==> src/rtl/cpu_types_pkg.sv <==
// ----------------------------------------------------------------------------
// cpu_types_pkg
// Shared types for the multicore memory system.
//   word_t      : 32-bit data/address word
//   ramstate_t  : status reported by the RAM model (FREE, BUSY, ACCESS, ERROR)
//   arb_state_t : ram_arbiter control state (IDLE, OWN)
// ----------------------------------------------------------------------------
package cpu_types_pkg;

    localparam int WORD_W = 32;

    typedef logic [WORD_W-1:0] word_t;

    typedef enum logic [1:0] {
        FREE   = 2'd0,
        BUSY   = 2'd1,
        ACCESS = 2'd2,
        ERROR  = 2'd3
    } ramstate_t;

    typedef enum logic {
        IDLE = 1'b0,
        OWN  = 1'b1
    } arb_state_t;

endpackage

==> src/rtl/rr_picker.sv <==
// ----------------------------------------------------------------------------
// rr_picker
// Combinational round-robin priority encoder. Returns the first set bit of
// `active` when scanning ptr, ptr+1, ... modulo N.
//   active : request vector, one bit per requester
//   ptr    : index that currently has highest priority
//   valid  : at least one request is set
//   index  : chosen requester (0 when valid is low)
// ----------------------------------------------------------------------------
module rr_picker #(
    parameter int N = 4,
    localparam int IW = (N > 1) ? $clog2(N) : 1
) (
    input  logic [N-1:0]  active,
    input  logic [IW-1:0] ptr,
    output logic          valid,
    output logic [IW-1:0] index
);

    // Walk the offsets from farthest to nearest so the nearest active
    // requester (lowest offset from ptr) is the last one written and wins.
    always_comb begin
        logic [IW-1:0] cand;
        valid = 1'b0;
        index = '0;
        cand  = '0;
        for (int k = N - 1; k >= 0; k--) begin
            cand = IW'((int'(ptr) + k) % N);
            if (active[cand]) begin
                valid = 1'b1;
                index = cand;
            end
        end
    end

endmodule

==> src/rtl/ram_arbiter.sv <==
// ----------------------------------------------------------------------------
// ram_arbiter
// Shares the single RAM port between NREQ cache requesters (0 = core0 icache,
// 1 = core0 dcache, 2 = core1 icache, 3 = core1 dcache) using a registered
// round-robin grant held until ACCESS, ERROR, request withdrawal or timeout.
//   CLK, RST          : clock, synchronous active-high reset
//   reqREN/reqWEN     : per-requester read/write request
//   reqaddr/reqstore  : per-requester address / write data
//   reqload           : broadcast read data (always equals ramload)
//   reqwait           : 0 only for the owner in its completion cycle
//   reqerr            : one-cycle error pulse to the owner
//   ramREN/ramWEN     : RAM enables
//   ramaddr/ramstore  : RAM address / write data
//   ramload/ramstate  : RAM read data / status
// ----------------------------------------------------------------------------
module ram_arbiter
    import cpu_types_pkg::*;
#(
    parameter int NREQ    = 4,
    parameter int TIMEOUT = 255
) (
    input  logic                  CLK,
    input  logic                  RST,
    input  logic [NREQ-1:0]       reqREN,
    input  logic [NREQ-1:0]       reqWEN,
    input  logic [NREQ-1:0][31:0] reqaddr,
    input  logic [NREQ-1:0][31:0] reqstore,
    output logic [31:0]           reqload,
    output logic [NREQ-1:0]       reqwait,
    output logic [NREQ-1:0]       reqerr,
    output logic                  ramREN,
    output logic                  ramWEN,
    output logic [31:0]           ramaddr,
    output logic [31:0]           ramstore,
    input  logic [31:0]           ramload,
    input  ramstate_t             ramstate
);

    localparam int IW = (NREQ > 1) ? $clog2(NREQ) : 1;
    localparam int TW = ($clog2(TIMEOUT + 1) > 8) ? $clog2(TIMEOUT + 1) : 8;
    localparam logic [TW-1:0] TLIMIT = TW'(TIMEOUT);
    localparam logic [IW-1:0] LAST   = IW'(NREQ - 1);

    arb_state_t    state, state_next;
    logic [IW-1:0] owner, owner_next;
    logic [IW-1:0] rr_ptr, rr_ptr_next;
    logic [TW-1:0] tcnt, tcnt_next;

    logic [NREQ-1:0] active;
    logic            pick_valid;
    logic [IW-1:0]   pick_index;
    logic            done_ok, done_err, dropped, release_grant;
    logic [IW-1:0]   owner_plus;

    assign active  = reqREN | reqWEN;
    assign reqload = ramload;

    rr_picker #(.N(NREQ)) u_picker (
        .active (active),
        .ptr    (rr_ptr),
        .valid  (pick_valid),
        .index  (pick_index)
    );

    // ACCESS beats everything; a timeout behaves exactly like ERROR; a
    // withdrawn request only releases when neither of those happened.
    assign done_ok       = (state == OWN) && (ramstate == ACCESS);
    assign done_err      = (state == OWN) && (ramstate != ACCESS)
                           && ((ramstate == ERROR) || (tcnt >= TLIMIT));
    assign dropped       = (state == OWN) && !done_ok && !done_err && !active[owner];
    assign release_grant = done_ok || done_err || dropped;
    assign owner_plus    = (owner == LAST) ? '0 : owner + IW'(1);

    always_ff @(posedge CLK) begin
        if (RST) begin
            state  <= IDLE;
            owner  <= '0;
            rr_ptr <= '0;
            tcnt   <= '0;
        end else begin
            state  <= state_next;
            owner  <= owner_next;
            rr_ptr <= rr_ptr_next;
            tcnt   <= tcnt_next;
        end
    end

    // The busy counter saturates at all-ones so it can never wrap back
    // below TIMEOUT on a very long transaction.
    always_comb begin
        state_next  = state;
        owner_next  = owner;
        rr_ptr_next = rr_ptr;
        tcnt_next   = tcnt;
        case (state)
            IDLE: begin
                if (pick_valid) begin
                    state_next = OWN;
                    owner_next = pick_index;
                    tcnt_next  = '0;
                end
            end
            OWN: begin
                if ((ramstate != ACCESS) && (tcnt != '1)) begin
                    tcnt_next = tcnt + TW'(1);
                end
                if (release_grant) begin
                    state_next  = IDLE;
                    rr_ptr_next = owner_plus;
                end
            end
            default: state_next = IDLE;
        endcase
    end

    // RAM side depends only on registered owner and requester inputs, so
    // there is no path from ramstate into ramaddr/ramstore.
    always_comb begin
        ramREN   = 1'b0;
        ramWEN   = 1'b0;
        ramaddr  = '0;
        ramstore = '0;
        reqwait  = '1;
        reqerr   = '0;
        if (state == OWN) begin
            ramaddr  = reqaddr[owner];
            ramstore = reqstore[owner];
            ramWEN   = reqWEN[owner];
            ramREN   = reqREN[owner] & ~reqWEN[owner];
            if (done_ok) begin
                reqwait[owner] = 1'b0;
            end else if (done_err) begin
                reqwait[owner] = 1'b0;
                reqerr[owner]  = 1'b1;
            end
        end
    end

endmodule

==> config.mk <==
export PLATFORM = sky130hd
export DESIGN_NAME = ram_arbiter
export DESIGN_NICKNAME = d
export VERILOG_FILES = /design/src/rtl/cpu_types_pkg.sv /design/src/rtl/rr_picker.sv /design/src/rtl/ram_arbiter.sv
export SDC_FILE = /design/constraint.sdc
export NUM_CORES = 1
export LEC_CHECK = 0
export ABC_AREA = 1
export CELL_PAD_IN_SITES_DETAIL_PLACEMENT = 1
export CELL_PAD_IN_SITES_GLOBAL_PLACEMENT = 2
export CORE_ASPECT_RATIO = 1.25
export CORE_UTILIZATION = 11
export CTS_CLUSTER_DIAMETER = 200
export CTS_CLUSTER_SIZE = 28
export DETAILED_ROUTE_END_ITERATION = 12
export GPL_TIMING_DRIVEN = 0
export PLACE_DENSITY = 0.84
export SKIP_LAST_GASP = 1
export SYNTH_ARGS = -nofsm -noshare
export SYNTH_HDL_FRONTEND = slang
export SYNTH_SLANG_ARGS = --single-unit
==> constraint.sdc <==
create_clock -name CLK -period 1.9 [get_ports CLK]
set_input_delay 0.38 -clock CLK [delete_from_list [all_inputs] [get_ports CLK]]
set_output_delay 0.38 -clock CLK [all_outputs]
set_load 0.1 [all_outputs]
* After elaboration in Yosys (flattened, before gate mapping)
Index checks and enable logic that the tools add are counted.
** Cells by class
- $add $sub $neg :: 5
- $lt $le $gt $ge :: 7
- Equal/unequal tests :: 7
- Multiplexer cells :: 45
- Bitwise logic cells :: 5
- Reductions and logical operators :: 17
** Operator list (count)
- 32-bit binary-select mux with 2-bit select :: 2
- 32-bit 2-to-1 mux :: 4
- 4-bit 2-to-1 mux :: 6
- 1-bit 2-to-1 mux :: 16
- 8-bit 2-to-1 mux :: 2
- 8-bit one-hot mux with 2 select lines :: 1
- 2-bit by 3-bit < comparator with 1-bit output, second input constant :: 5
- 1-bit binary-select mux with 2-bit select :: 7
- 2-bit 2-to-1 mux :: 5
- 8-bit by 1-bit adder with 8-bit output, second input constant :: 1
- 8-bit >= comparator, second input constant :: 1
- 1-bit logical AND :: 8
- 8-bit inequality test, second input constant :: 1
- 2-bit == test, second input constant :: 3
- 2-bit AND reduction :: 3
- 2-bit by 1-bit adder with 2-bit output, second input constant :: 2
- 2-bit adder, second input constant :: 2
- 2-bit inequality test, second input constant :: 2
- 4-bit NOT :: 1
- 4-bit OR :: 1
- 1-bit zero test :: 3
- 1-bit logical OR :: 3
- 1-bit demux with 2-bit select :: 1
- 2-bit by 1-bit >= comparator with 1-bit output, second input constant :: 1
- 4 further kinds :: 5
** Word-level totals
- Bits in registers :: 13
- Output and inout bits :: 106
- Word-level logic and storage cells :: 90

* Longest topological paths before layout
- Depth after elaboration :: 9
- Depth in mapped cells :: 12
- Depth with buffers taken out :: 11

* Modules after synthesis
Synthesis repeated with hierarchy kept, for this count alone.
** Second synthesis, totals
- Cells, all modules :: 722
- Area, all modules :: 3523.4 µm²
** By module, submodules not included
- ram_arbiter :: times used 1, cells an instance 676, area an instance 3310.7 µm², sequential area each 260.2 µm²
- rr_picker :: times used 1, cells an instance 46, area an instance 212.7 µm², sequential area each 0.0 µm²

* Worst setup path before layout
No wires, ideal clock.
- Kind :: register -> output
- From :: reg owner[0]
- To :: out ramstore[26]
- Arrival time :: 2554 ps
- Path slack :: -1034 ps
- Cell stages (with the launch flop) :: 7
- Cells stage by stage :: dfxtp_1 buf_2 clkbuf_1 nor2_1 nor2_1 o21ai_0 a21oi_1
** Between the ends
- Longest elaborated chain between the ends :: 3
** RTL lines
- start: declaration :: RTL line ram_arbiter.sv:45 : logic [IW-1:0] owner, owner_next;
- start signal: assignment :: RTL line ram_arbiter.sv:82 : owner <= owner_next;
- 32-bit binary-select mux with 2-bit select :: RTL line ram_arbiter.sv:127 : ramstore = reqstore[owner];
- 32-bit 2-to-1 mux (implied by the code) :: RTL line ram_arbiter.sv:127
- 32-bit 2-to-1 mux :: RTL line ram_arbiter.sv:125 : if (state == OWN) begin
- end: declaration :: RTL line ram_arbiter.sv:34 : output logic [31:0] ramstore,
Every way passes these cells. The select of a mux whose other input is x is not followed.

* Worst setup path after layout
- From :: reg owner[0]
- To :: out reqerr[0]
** Between the ends
- Longest elaborated chain between the ends :: 7
- Elaborated cells on any way between the ends :: 8
** RTL lines
- 2-bit by 3-bit < comparator with 1-bit output (implied by the code) / 2-bit by 1-bit >= comparator with 1-bit output (equally long branches) :: RTL line ram_arbiter.sv:134 : reqerr[owner] = 1'b1;
- 1-bit logical AND (implied by the code) :: RTL line ram_arbiter.sv:134
- 1-bit 2-to-1 mux (implied by the code) :: RTL line ram_arbiter.sv:134
- 1-bit demux with 2-bit select * :: RTL line ram_arbiter.sv:134
- 4-bit 2-to-1 mux * :: RTL line ram_arbiter.sv:132 : end else if (done_err) begin
- 4-bit 2-to-1 mux * :: RTL line ram_arbiter.sv:130 : if (done_ok) begin
- 4-bit 2-to-1 mux * :: RTL line ram_arbiter.sv:125
- end: declaration :: RTL line ram_arbiter.sv:30 : output logic [NREQ-1:0] reqerr,
Every way passes the cells marked *; elsewhere a longest branch is shown, timed or not.

==> load_flow_metrics.sql <==
INSERT INTO impl_metrics (metric_group, metric, value, unit) VALUES
('drt', 'detail-route-antenna-nets', '0', ''),
('logic_synthesis', 'post_synth_inst_count', '707', ''),
('clock_tree', 'cts_tree', 'built', ''),
('sta', 'finalSetupViolCount', '73', ''),
('setup_path', 'path_class', 'flip-flop to output port', ''),
('grt', 'grt.overflow.total', '0', ''),
('floorplanning', 'io_pins', '406', ''),
('sta', 'max_slew_violation_count', '0', ''),
('logic_synthesis', 'synth_async_sr_flop_share', '0', '%'),
('sta', 'hold_viol', '0', ''),
('setup_path', 'r2r_slack', '0.26', 'ns'),
('grt', 'initial_antenna_violation_count', '0', ''),
('worst_hold_path', 'worst_hold_path_depth', '2', ''),
('setup_path', 'crit_path_max_incr_delay', '0.39', 'ns'),
('logic_synthesis', 'synth_sequential_area_ratio', '7.38', '%'),
('drt', 'wl_met3', '1570', 'um'),
('setup_path', 'critPathRequiredTime', '1.52', 'ns'),
('setup_path', 'regToRegStartpoint', 'owner[0]', ''),
('finish', 'most-common-layout-cells', 'clkdlybuf4s50_1 (264), nor2_1 (226), buf_12 (87), a21oi_4 (66), o21ai_1 (64)', ''),
('power', 'p_per_area', '905', 'nW/um2'),
('drt', 'detailedRoute.firstPassIterationCount', '4', ''),
('clock_tree', 'clk_pin_slew_worst_paths', '0.05', 'ns'),
('grt', 'first_global_vias', '6760', ''),
('worst_hold_path', 'worstHoldPathType', 'flip-flop to flip-flop', ''),
('outcome', 'violations', 'negative setup slack', ''),
('logic_synthesis', 'synth_top_area_cell', 'nor2_1', ''),
('drt', 'detail_route.drc_violations', '0', ''),
('setup_path', 'crit_path_end_kind', 'output port', ''),
('outcome', 'result_of_the_run', 'complete, but fails checks', ''),
('sta', 'max-slew-margin-rel', '33.6', '%'),
('setup_path', 'timing.critical_path.from_type', 'flip-flop', ''),
('logic_synthesis', 'synth-seq-cells', '13', ''),
('logic_synthesis', 'synth.yosys.warnings', '0', ''),
('finish', 'num-fill-cells', '3643', ''),
('finish', 'area_growth', '206', '%'),
('drt', 'detailroute.wirelength.met2', '16000', 'um'),
('clock_tree', 'cts_root_buffer', 'clkbuf_16', ''),
('setup_path', 'crit_path_max_fanout', '11', ''),
('drt', 'detail_route.vias_per_cell', '4.26', ''),
('logic_synthesis', 'synth.avg_cell_area', '4.99', 'um2'),
('drt', 'num_vias', '6440', ''),
('setup_path', 'path_cells', 'inv_6, clkbuf_16, buf_6, ha_2, inv_1, nor2_4, buf_12', ''),
('place', 'numPortBuffers', '372', ''),
('sta', 'worst_setup_slack_after_layout', '-0.246', 'ns'),
('place', 'placed_cell_area', '8670', 'um2'),
('drt', 'dr.max_layer_used', 'met4', ''),
('sta', 'fin_crit_sh', '113', '%'),
('finish', 'antenna_diode_count', '0', ''),
('clock_tree', 'cts.sink_count', '13', ''),
('setup_path', 'crit_path_top_delay_cell', 'dfxtp_4', ''),
('logic_synthesis', 'synth_fp_nets', '1012', ''),
('place', 'dp.cells', '1486', ''),
('logic_synthesis', 'synthDominantCellAreaShare', '29.1', '%'),
('logic_synthesis', 'synth-edff-count', '0', ''),
('grt', 'grtUsageTotal', '16.3', '%'),
('sta', 'clock_skew', '0.00278', 'ns'),
('sta', 'finalWorstPathRequiredPeriod', '2.15', 'ns'),
('worst_hold_path', 'timing.hold.worst_endpoint', 'tcnt[4]', ''),
('floorplanning', 'floorplan.die.height', '202', 'um'),
('place', 'detailed_place_hpwl', '22200', 'um'),
('setup_path', 'critical-path-top-delay-family', 'buffers and inverters', ''),
('floorplanning', 'die_area', '32800', 'um2'),
('floorplanning', 'floorplan.initialDensity', '11.3', '%'),
('logic_synthesis', 'synth_cell_type_count', '27', ''),
('power', 'ir_drop', '0.390', 'mV'),
('setup_path', 'arrival_time_of_the_worst_setup_path', '1.77', 'ns'),
('clock_tree', 'insertion_delay', '0.24', 'ns'),
('place', 'place_congestion', '0.837', ''),
('drt', 'detail_route.iter0.violations', '171', ''),
('drt', 'avgRoutedWirePerCell', '19.1', 'um'),
('logic_synthesis', 'synth_top_cells_by_area', 'nor2_1 (29%), o21ai_0 (19%), a21oi_1 (10%)', '');
-- cell type report --
class	count	area (um2)	share of cell area (%)
plain buffers	86	935	8.66
clock buffers	3	75.1	0.696
clock inverters	1	5.00	0.0464
inverters	24	110	1.02
multi-input cells	584	3980	36.9
flip-flops and latches	13	282	2.61
well taps	407	509	4.72
repair buffers	395	4900	45.4
-- flip-flops by register name (all words and copies together), names as in the netlist --
name,cells
owner,2
rr_ptr,2
state,1
tcnt,8
-- worst max-delay path by stage --
stage	startpoint	cells after the start	to
2_1_floorplan	state	3	ramaddr[10]
3_3_place_gp	owner[0]	5	ramaddr[26]
3_5_place_dp	owner[0]	5	ramaddr[26]
6_report	owner[0]	7	reqerr[0]
5_1_grt	owner[0]	7	reqerr[0]
4_1_cts	owner[0]	7	ramaddr[8]
-- worst reg2reg max path, delay by kind of cell (launching register included) --
kind                   cells  cell delay [ns]
buffers and inverters      4             0.55
AND/OR/NAND/NOR            3             0.22
flip-flops                 1             0.44
AO/OA/AOI/OAI              3             0.36
-- Yosys cell counts, types with 2 or more instances --
master and instances:
inv_2 4, nand3_2 9, nand2_1 44, clkbuf_1 29
nand2_2 8, nand3_1 11, a21oi_2 7, a21oi_1 71
nor2_2 2, inv_1 19, o211ai_1 4, buf_1 5
buf_2 18, xor2_1 4, nor2_1 274, nand4_1 3
dfxtp_1 13, buf_4 32, o21ai_0 137, ha_1 5
buf_6 2
-- logic make-up (layout without fill, tap and decap cells) --
logic type	count (synthesis)	after routing	synth area share (%)
xor+xnor	5	5	1.24
buf+inv	110	509	16.2
fa+ha+maj	5	5	1.77
simple gates	355	355	41.3
compound gates	219	219	32.1
flops	13	13	7.38
-- metrics by stage --
stage          utilization [%]  setup TNS, ns  hold WS, ns  total power [W]  setup slack, ns
5_1_grt                   34.5         -16.55        0.516           0.0102           -0.320
6_report                  34.5         -11.25        0.486          0.00976           -0.246
3_5_place_dp              27.7        -103.06        0.483          0.00739            -1.54
3_3_place_gp              27.7        -100.23        0.475          0.00733            -1.53
2_1_floorplan                -          -6.89        0.457          0.00530           -0.130
4_1_cts                   31.6         -14.28        0.489          0.00904           -0.199
-- metal layers --
layer,vias to the layer above,global-route usage [%]
met5,-,0
met4,0,4.11
met3,38,2.34
met2,259,32.2
met1,3045,17.8
li1,3098,-
-- report_power, final --
| part | switching [W] | internal, W | total, W |
|---|---|---|---|
| Sequential | 0.0000513 | 0.000303 | 0.000354 |
| Clock | 0.000124 | 0.000281 | 0.000405 |
| Combinational | 0.00553 | 0.00347 | 0.00901 |
-- repair_timing --
item / 4_1_cts / 5_1_grt
pin swaps: 36 / 38
gates cloned: 2 / 7
setup endpoints to repair: 111 / 117
gates resized for setup: 789 / 242
endpoints found under the hold margin: 0 / 0
setup buffers: 9 / 5
Power figures use the tool's default switching activity.
